`config.mk`:
```
export PLATFORM = sky130hd
export DESIGN_NAME = fetch_buffer
export DESIGN_NICKNAME = d
export VERILOG_FILES = /design/src/rtl/fetch_buffer.sv
export SDC_FILE = /design/constraint.sdc
export NUM_CORES = 1
export LEC_CHECK = 0
export CAP_MARGIN = 5
export CORE_ASPECT_RATIO = 1.1
export CORE_UTILIZATION = 40
export DETAILED_ROUTE_END_ITERATION = 6
export PLACE_DENSITY = 0.7
export SLEW_MARGIN = 20
export SYNTH_ARGS = -nofsm -noshare
export SYNTH_HDL_FRONTEND = slang
export SYNTH_SLANG_ARGS = --single-unit
```
`constraint.sdc`:
```
create_clock -name clock -period 3.5 [get_ports clock]
set_input_delay 0.7 -clock clock [delete_from_list [all_inputs] [get_ports clock]]
set_output_delay 0.7 -clock clock [all_outputs]
set_load 0.02 [all_outputs]
```
`src/rtl/fetch_buffer.sv`:
```
// Instruction queue between the imem response port and decode, with request credits and
// redirect flush. Optional zero-latency bypass when FETCH_BUFFER_BYPASS_EN is defined.
module fetch_buffer #(
    parameter int unsigned DEPTH   = 4,
    parameter int unsigned MAX_OUT = 2
) (
    input  logic                    clock,
    input  logic                    reset,
    input  logic                    flush,
    input  logic                    req_valid,
    output logic                    req_ready,
    input  logic                    rsp_valid,
    input  logic [31:0]             rsp_pc,
    input  logic [31:0]             rsp_instr,
    output logic                    deq_valid,
    output logic [31:0]             deq_pc,
    output logic [31:0]             deq_instr,
    input  logic                    deq_ready,
    output logic [$clog2(DEPTH):0]  count
);

    localparam int unsigned PW = $clog2(DEPTH);
    localparam int unsigned CW = PW + 1;
    localparam int unsigned OW = $clog2(MAX_OUT + 1);
    localparam int unsigned SW = ((CW > OW) ? CW : OW) + 1;

    logic [PW-1:0] rptr_q, rptr_d;
    logic [PW-1:0] wptr_q, wptr_d;
    logic [CW-1:0] count_q, count_d;
    logic [OW-1:0] out_q, out_d;
    logic [OW-1:0] drop_q, drop_d;

    logic [31:0] pc_q    [DEPTH];
    logic [31:0] instr_q [DEPTH];

    logic          head_valid;
    logic          pop;
    logic          push;
    logic          bypass;
    logic          bypass_take;
    logic [SW-1:0] occupancy;

    assign head_valid = (count_q != '0) & ~flush;
    assign pop        = head_valid & deq_ready;

`ifdef FETCH_BUFFER_BYPASS_EN
    assign bypass = (count_q == '0) & (drop_q == '0) & rsp_valid & ~flush;
`else
    assign bypass = 1'b0;
`endif
    assign bypass_take = bypass & deq_ready;

    // A bypassed response that decode takes immediately never occupies a slot.
    assign push = rsp_valid & ~flush & (drop_q == '0) & ~bypass_take;

    // Queued entries plus responses still owed can never exceed the storage.
    assign occupancy = SW'(count_q) + SW'(out_q);
    assign req_ready = (occupancy < SW'(DEPTH)) & (out_q < OW'(MAX_OUT));

    always_comb begin
        rptr_d  = rptr_q;
        wptr_d  = wptr_q;
        count_d = count_q;
        drop_d  = drop_q;
        out_d   = out_q + OW'(req_valid) - OW'(rsp_valid);

        if (flush) begin
            rptr_d  = '0;
            wptr_d  = '0;
            count_d = '0;
            // Responses still owed to the old stream; a same-cycle req belongs to the new one.
            drop_d  = (out_q != '0) ? out_q - OW'(rsp_valid) : '0;
        end else begin
            if (push) begin
                wptr_d = wptr_q + 1'b1;
            end
            if (pop) begin
                rptr_d = rptr_q + 1'b1;
            end
            count_d = count_q + CW'(push) - CW'(pop);
            if (rsp_valid && (drop_q != '0)) begin
                drop_d = drop_q - 1'b1;
            end
        end
    end

    always_ff @(posedge clock) begin
        if (!reset) begin
            rptr_q  <= '0;
            wptr_q  <= '0;
            count_q <= '0;
            out_q   <= '0;
            drop_q  <= '0;
        end else begin
            rptr_q  <= rptr_d;
            wptr_q  <= wptr_d;
            count_q <= count_d;
            out_q   <= out_d;
            drop_q  <= drop_d;
        end
    end

    always_ff @(posedge clock) begin
        if (reset && push) begin
            pc_q[wptr_q]    <= rsp_pc;
            instr_q[wptr_q] <= rsp_instr;
        end
    end

`ifdef FETCH_BUFFER_BYPASS_EN
    always_comb begin
        deq_valid = head_valid | bypass;
        deq_pc    = '0;
        deq_instr = '0;
        if (bypass) begin
            deq_pc    = rsp_pc;
            deq_instr = rsp_instr;
        end else if (head_valid) begin
            deq_pc    = pc_q[rptr_q];
            deq_instr = instr_q[rptr_q];
        end
    end
`else
    always_comb begin
        deq_valid = head_valid;
        deq_pc    = '0;
        deq_instr = '0;
        if (head_valid) begin
            deq_pc    = pc_q[rptr_q];
            deq_instr = instr_q[rptr_q];
        end
    end
`endif

    assign count = count_q;

`ifndef SYNTHESIS
    req_credit_a: assert property (@(posedge clock) disable iff (!reset)
        req_valid |-> req_ready)
        else $error("fetch_buffer: req_valid issued without credit");

    rsp_owed_a: assert property (@(posedge clock) disable iff (!reset)
        rsp_valid |-> (out_q != '0))
        else $error("fetch_buffer: rsp_valid with no request outstanding");

    occupancy_a: assert property (@(posedge clock) disable iff (!reset)
        occupancy <= SW'(DEPTH))
        else $error("fetch_buffer: queued plus outstanding exceeds depth");

    drop_bound_a: assert property (@(posedge clock) disable iff (!reset)
        drop_q <= out_q)
        else $error("fetch_buffer: more drops pending than requests outstanding");
`endif

endmodule

```
==> results of run 1 <==
-- report_power, final --
| group | total (uW) | leakage (uW) | internal [uW] | switching [uW] |
|---|---|---|---|---|
| clock network | 2680 | 0.000403 | 1570 | 1110 |
| registers | 3580 | 0.00242 | 3570 | 17.6 |
| logic | 340 | 0.00139 | 184 | 156 |
| total | 6600 | 0.00420 | 5320 | 1280 |
-- layout make-up --
type	count	area (sq um)
inverter	11	41.3
tap	346	433
fill	2017	12200
timing repair buffer	153	1640
antenna	1	2.50
multi-input combinational	185	2300
sequential	269	7960
clock inverter	12	90.1
clock buffer	37	753
-- registers in the layout (all words and copies together) (netlist names), named ones only --
signal,flops
drop_q,2
instr_q,128
count,3
wptr_q,2
rptr_q,2
pc_q,128
out_q,2
-- synth_stat cells, types with 2 or more instances --
cell type  instances  area (sq um)
a21oi_1            3          15.0
and2_1            71           444
and3_1             2          12.5
buf_2             11          55.1
buf_6              7          78.8
clkbuf_2           2          10.0
dfxtp_1           13           260
edfxtp_1         256          7690
ha_1              10           125
inv_1             10          37.5
mux4_1             4           105
mux4_2            60          1350
nand2_1            3          11.3
nand2b_1           2          12.5
nand3_1            2          10.0
nor2_1             6          22.5
o21ai_0            2          10.0
o31ai_1            3          22.5
xnor2_1            4          35.0
-- cell families after synthesis --
group                      share of synthesized area (%)
DFF                                                 76.2
and+or+nand+nor                                     5.47
muxes                                               14.1
buffers and inverters                               1.81
adders and majority gates                           1.39
AOI/OAI and AO/OA                                  0.636
xor gates and xnor gates                           0.420
-- metrics by stage --
| stage | std cells | utilization [%] |
|---|---|---|
| 2_1_floorplan | 486 | - |
| 3_3_place_gp | 964 | 48.6 |
| 3_5_place_dp | 964 | 48.6 |
| 4_1_cts | 1013 | 52.0 |
| 5_1_grt | 1013 | 52.0 |
| 6_report | 1014 | 52.0 |
-- worst max-delay path by stage --
stage               endpoint  cells after the start
2_1_floorplan  instr_q[0][0]                      3
3_3_place_gp      deq_pc[10]                      6
3_5_place_dp      deq_pc[10]                      6
4_1_cts           deq_pc[31]                      4
5_1_grt           deq_pc[31]                      4
6_report          deq_pc[10]                      6
-- metal layers --
| metal | up-vias | GRT usage (%) | routed length (um) |
|---|---|---|---|
| met4 | 0 | 4.22 | 335 |
| met3 | 22 | 2.87 | 1010 |
| li1 | 2274 | - | - |
| met2 | 137 | 25.6 | 9720 |
| met5 | - | 0 | 0 |
| met1 | 2589 | 19.0 | 8020 |
-- placed cells by master (no fill, tap or decap), drive strengths merged, types with 2 or more instances in the layout --
cell type      netlist  final
and3                 2      2
nand2                3      3
clkinvlp             0      3
o31ai                3      3
clkbuf               3     37
o21ai                2      2
nor3                 2      2
mux4                64     64
buf                 18     15
clkdlybuf4s50        0    138
dfxtp               13     13
inv                 11     11
nor2                 6      6
edfxtp             256    256
xnor2                4      4
a21oi                3      3
and2                71     71
nand2b               2      2
or2                  2      2
ha                  10     10
nand3                2      2
clkinv               0      8
-- worst max-delay path, stage by stage --
cell,delay (ns)
clkdlybuf4s50_1,0.48
or2_4,0.30
inv_2,0.10
buf_12,0.21
and2_1,0.19
clkdlybuf4s50_1,0.60
==> flow_summary.yaml, run 1 <==
sta:
  clock_skew_ns: 0.0168
  slew_headroom_pct: 66.8
  finalCriticalPeriod_ns: 3.30
  timing.fmax_ghz: 0.303
  finalHoldViolations: 0
  fin_ws_ns: 0.200
  grt_setup_unrepaired: "false"
  setup_violations: 0
  tightest_slew_ns: 0.497
  maxSlewViolCount: 0
  fin_tns_setup_ns: 0
  holdWs_ns: 0.507
  period_share_pct: 94.3
clock_tree:
  cts_resized: 0
  cts_root_buf: "clkbuf_16"
  postCtsSetupBuffers: 0
  clkSinkCount: 269
  insertion_delay_ns: 0.52
  cts_tree: "built"
  max-clock-path-buffers: 3
  holdBufCountCts: 0
  htreeDepth: 1
  clk_pin_slew_worst_paths_ns: 0.06
  cts_buffers: 27
hold_path:
  min_path_type: "flop to flop"
  worstHoldPathCells: 2
  hold_end: "rptr_q[1]"
  min_from: "rptr_q[1]"
logic_synthesis:
  ys_seq_area_share_pct: 76.2
  synth-edff-count: 256
  avgSynthCellArea_sq_um: 21.5
  synth_seq_cells: 269
  synth_ff_type: "edfxtp_1"
  netlist_instances: 486
  synth_nets: 567
  synth_cell_types: 34
  yosysWarnings: 0
  async_flop_share_pct: 0
  syn_area_sq_um: 10400
grt:
  grt_max_degree: 46
  antenna_found_initial: 1
  grt_overflow: 0
  gr-usage-all-layers_pct: 14.8
  grt_pass1_vias: 5465
  grt_pass1_wl_um: 30000
power_and_ir_drop:
  power_density_nw_per_um2: 500
  power_uw: 6600
  p_leak_uw: 0.00420
  ir_worst_vdd_v: 0.000303
routing:
  vias: 5022
  viasPerCell: 4.95
  drt-total-wl_um: 19100
  ant_nets: 0
  routedWlPerCell_um: 18.8
  drc: 0
  drt-initial-drc-count: 262
  drt_pre_antenna_iters: 4
die:
  die_w_um: 156
  die-height_um: 171
  initial_utilization_pct: 41.0
  rows: 61
  core-area_sq_um: 25400
  ios: 139
  fp.dieArea_sq_um: 26700
placed_design:
  gp_congestion: 0.747
  postPlaceCellArea_sq_um: 12400
  io_buffers: 138
  dpl.hpwl_um: 11800
  post-place-ws_ns: 0.181
final_layout:
  syn2layout_area_growth_pct: 26.7
  stdcell_area_sq_um: 13200
  nets: 728
  drive_gt1_share_pct: 18.6
setup_path:
  worstSetupPathType: "input pin to output pin"
  worstSetupEndpointType: "output pin"
  critPathMaxFanout: 45
  ff2ff_path_depth: 11
  regToRegSetupSlack_ns: 1.15
  r2r-start: "count[1]"
  required_ns: 2.80
  crit_arrival_ns: 2.60
  r2r_end: "count[2]"
  cp-start-kind: "input pin"
  crit_path_start: "flush"
outcome:
  run_status: "finished, final reports clean"
run:
  maxCapViolations: 0
(Power assumes the default switching activity.)
==> run 2: changes to the inputs <==
--- a/config.mk
+++ b/config.mk
@@ -12,2 +12,3 @@
 export PLACE_DENSITY = 0.7
+export SETUP_SLACK_MARGIN = 0.05
 export SLEW_MARGIN = 20
--- a/constraint.sdc
+++ b/constraint.sdc
@@ -3,2 +3,2 @@
 set_output_delay 0.7 -clock clock [all_outputs]
-set_load 0.02 [all_outputs]
+set_load 0.01 [all_outputs]
==> run 2 against run 1 <==
  * Die area did not move
  * Sequential power hardly changed
  * Clock skew is 0.0099 ns lower
  * First-iteration DRC count decreased by 10%
  * Flip-flop and latch count is the same
==> flow_summary.yaml, run 2 (synthesis results as in run 1) <==
clock_tree:
  htreeDepth: 1
  clk_pin_slew_worst_paths_ns: 0.06
  insertion_delay_ns: 0.51
  cts_tree: "built"
  postCtsSetupBuffers: 0
  max-clock-path-buffers: 3
  cts_buffers: 27
  clkSinkCount: 269
  cts_root_buf: "clkbuf_16"
  holdBufCountCts: 0
  cts_resized: 0
grt:
  gr-usage-all-layers_pct: 14.8
  antenna_found_initial: 1
  grt_pass1_vias: 5455
  grt_pass1_wl_um: 30000
  grt_overflow: 0
  grt_max_degree: 66
final_layout:
  postLayoutCoreUtil_pct: 52.3
  drive_gt1_share_pct: 18.9
  final_common_cell: "edfxtp_1"
  layout_common_cells: "edfxtp_1 (256), clkdlybuf4s50_1 (138), and2_1 (67), mux4_2 (60), clkbuf_16 (27)"
  nets: 729
  fin_cells: 1015
  fillers: 2006
  syn2layout_area_growth_pct: 27.5
die:
  initial_utilization_pct: 41.0
  die-height_um: 171
  fp.dieArea_sq_um: 26700
  rows: 61
  ios: 139
  die_w_um: 156
  core-area_sq_um: 25400
routing:
  dr_wl_met3_um: 947
  drt_pre_antenna_iters: 5
  m1WireLength_um: 7970
  viasPerCell: 4.97
  drt-total-wl_um: 19300
  top_layer_used: "met4"
  wl_met2_um: 10000
  routedWlPerCell_um: 19.0
  drt-initial-drc-count: 235
  ant_nets: 0
  vias: 5042
  drc: 0
setup_path:
  required_ns: 2.80
  crit_arrival_ns: 2.58
  r2r-start: "count[1]"
  worstSetupPathType: "flop to output pin"
  cp-start-kind: "flop"
  critPathMaxFanout: 16
  worstSetupEndpointType: "output pin"
outcome:
  run_status: "finished, final reports clean"
sta:
  maxSlewViolCount: 0
  clock_skew_ns: 0.00683
  grt_setup_unrepaired: "false"
  timing.fmax_ghz: 0.305
  fin_tns_setup_ns: 0
  finalHoldViolations: 0
  setup_violations: 0
  tightest_slew_ns: 0.412
  finalCriticalPeriod_ns: 3.28
  slew_headroom_pct: 72.6
  period_share_pct: 93.6
run:
  maxCapViolations: 0
power_and_ir_drop:
  p_leak_uw: 0.00426
  power_density_nw_per_um2: 517
  ir_worst_vdd_v: 0.000340
hold_path:
  min_from: "wptr_q[1]"
  min_path_type: "flop to flop"
placed_design:
  io_buffers: 138
  dpl.hpwl_um: 12000
  dp.cells: 965
  gp_congestion: 0.747
## run 2: changes by cell type in the layout (fill, tap and decap cells not counted), sizes merged
cell,previous run,this run
bufinv,1,6
clkbuf,37,30
buf,15,16
clkinv,8,12
clkinvlp,3,1
## run 2: area by class of cell
type | count | area, sq um | share of cell area (%)
timing repair buffer | 154 | 1630 | 12.2
tap | 346 | 433 | 3.26
multi-input combinational | 185 | 2300 | 17.3
sequential | 269 | 7960 | 59.8
inverter | 11 | 41.3 | 0.311
clock inverter | 19 | 246 | 1.85
antenna | 1 | 2.50 | 0.0188
clock buffer | 30 | 687 | 5.17
## run 2: per-stage QoR
stage	area, sq um	total power, uW	hold WS (ns)	worst slack, ns
after floorplan	10400	3780	0.459	0.473
after global placement	12400	3960	0.475	0.245
after detailed placement	12400	3980	0.501	0.204
after CTS	13300	6960	0.510	0.129
after global routing	13300	7100	0.541	0.0773
final	13300	6870	0.510	0.223
## run 2: critical path, stage by stage (launching register included)
cell and delay (ns):
dfxtp_4 0.57, buf_4 0.30, mux4_2 0.53, and2_1 0.17, clkdlybuf4s50_1 0.48
## run 2: final timing paths
path,depth (start not counted),slack (ns),end
worst min register to register,2,0.51,wptr_q[1]
worst min-delay path,2,0.51,wptr_q[1]
worst max register to register,11,1.19,count[2]
worst max-delay path,4,0.22,deq_pc[8]
## run 2: power by group
part           internal, uW  total [uW]  switching [uW]  leakage, uW
combinational           181         320             139      0.00139
clock                  1850        2970            1120     0.000452
sequential             3570        3580            18.8      0.00242
## run 2: layer usage
| metal | track usage (%) | vias to the layer above |
|---|---|---|
| li1 | - | 2283 |
| met3 | 2.75 | 23 |
| met1 | 18.6 | 2615 |
| met2 | 26.2 | 121 |
| met5 | 0 | - |
| met4 | 4.35 | 0 |
==> run 3: changes to the inputs <==
- MAX_ROUTING_LAYER: unset -> met4
==> run 3 against run 2 <==
  * Power about the same
  * Core utilization did not move
  * Critical path type is now input pin to output pin
  * Largest power group unchanged
  * Highest routed layer unchanged
  * Count of clock-buffer cells in the layout stayed put
  * Via count up 0.42%
  * Critical path depth is 2 higher
  * Clock power is essentially flat
  * Hold slack is essentially flat
==> flow_summary.yaml, run 3 (synthesis results as in run 1) <==
clock_tree:
  htreeDepth: 1
  max-clock-path-buffers: 3
  clkSinkCount: 269
  cts_root_buf: "clkbuf_16"
  cts_buffers: 27
  holdBufCountCts: 0
  cts_tree: "built"
  cts_resized: 0
  clk_pin_slew_worst_paths_ns: 0.06
  insertion_delay_ns: 0.51
  postCtsSetupBuffers: 0
final_layout:
  syn2layout_area_growth_pct: 27.5
  fillers: 2006
  final_common_cell: "edfxtp_1"
  stdcell_area_sq_um: 13300
  postLayoutCoreUtil_pct: 52.3
  layout_common_cells: "edfxtp_1 (256), clkdlybuf4s50_1 (138), and2_1 (67), mux4_2 (60), clkbuf_16 (27)"
  drive_gt1_share_pct: 18.9
  fin_cells: 1015
  nets: 729
routing:
  drt_pre_antenna_iters: 4
  routedWlPerCell_um: 19.0
  drt-initial-drc-count: 260
  drt-total-wl_um: 19300
  drc: 0
  viasPerCell: 4.99
  vias: 5063
  ant_nets: 0
setup_path:
  critical_path.cell_chain: "clkdlybuf4s50_1 > or2_4 > inv_2 > buf_12 > and2_1 > clkdlybuf4s50_1"
  required_ns: 2.80
  cp-start-kind: "input pin"
  slowest_stage: "clkdlybuf4s50_1"
  worstSetupEndpointType: "output pin"
  slowest_delay_ns: 0.54
  worstSetupPathType: "input pin to output pin"
  critPathMaxFanout: 65
  path_common_cell: "clkdlybuf4s50_1"
  crit_arrival_ns: 2.58
sta:
  tightest_slew_ns: 0.415
  holdWs_ns: 0.510
  setup_violations: 0
  slew_headroom_pct: 72.4
  clock_skew_ns: 0.00943
  finalHoldViolations: 0
  finalCriticalPeriod_ns: 3.28
  fin_tns_setup_ns: 0
  timing.fmax_ghz: 0.304
  grt_setup_unrepaired: "false"
  period_share_pct: 93.8
  maxSlewViolCount: 0
placed_design:
  postPlaceCellArea_sq_um: 12400
  dpl.hpwl_um: 12000
  dp.cells: 965
  io_buffers: 138
  gp_congestion: 0.757
die:
  die-height_um: 171
  core-area_sq_um: 25400
  rows: 61
  die_w_um: 156
  fp.dieArea_sq_um: 26700
  initial_utilization_pct: 41.0
  ios: 139
grt:
  met3_usage_pct: 2.75
  grt_pass1_vias: 5455
  grt_overflow: 0
  top_usage_layer: "met2"
  antenna_found_initial: 1
  globalRouteMet2Util_pct: 26.2
  met1_usage_pct: 18.6
  gr-usage-all-layers_pct: 15.3
  grt_max_degree: 66
  grt_pass1_wl_um: 30000
hold_path:
  min_path_type: "flop to flop"
power_and_ir_drop:
  power_density_nw_per_um2: 517
  ir_worst_vdd_v: 0.000339
  p_leak_uw: 0.00426
run:
  maxCapViolations: 0
outcome:
  run_status: "finished, final reports clean"
run 3: cell counts in the layout (fill, tap and decap cells not counted):
No cell type changed its count.
run 3: cell type report:
cell class | instances | area, sq um | share of cell area (%)
clock buffer | 30 | 687 | 5.17
inverter | 11 | 41.3 | 0.311
timing repair buffer | 154 | 1630 | 12.2
multi-input combinational | 185 | 2300 | 17.3
antenna | 1 | 2.50 | 0.0188
clock inverter | 19 | 246 | 1.85
sequential | 269 | 7960 | 59.8
tap | 346 | 433 | 3.26
run 3: layer usage:
metal  share of wire (%)  vias to the layer above
li1                    -                     2281
met1                  41                     2616
met2                  52                      143
met3                 5.5                       23
met4                 1.8                        0
met5                   0                        -
run 3: power breakdown:
part / internal, uW / switching [uW]
logic: 181 / 139
registers: 3570 / 18.8
clock network: 1850 / 1120
total: 5600 / 1280
run 3: path summary, 6_finish.rpt:
path | from | end | slack (ns) | depth (start not counted)
hold / removal | wptr_q[1] | wptr_q[1] | 0.51 | 2
hold reg to reg | wptr_q[1] | wptr_q[1] | 0.51 | 2
setup reg to reg | count[1] | count[2] | 1.18 | 11
setup / recovery | flush | deq_pc[10] | 0.22 | 6
run 3: critical path: cells and delay by family:
kind / cells / cell delay, ns
buf+inv: 4 / 1.33
simple gates: 2 / 0.51
run 3: metrics by stage:
stage | worst slack [ns] | power (uW)
global route | 0.0774 | 7090
finish | 0.216 | 6880
global placement | 0.245 | 3960
detailed placement | 0.204 | 3980
floorplan | 0.473 | 3780
CTS | 0.129 | 6960
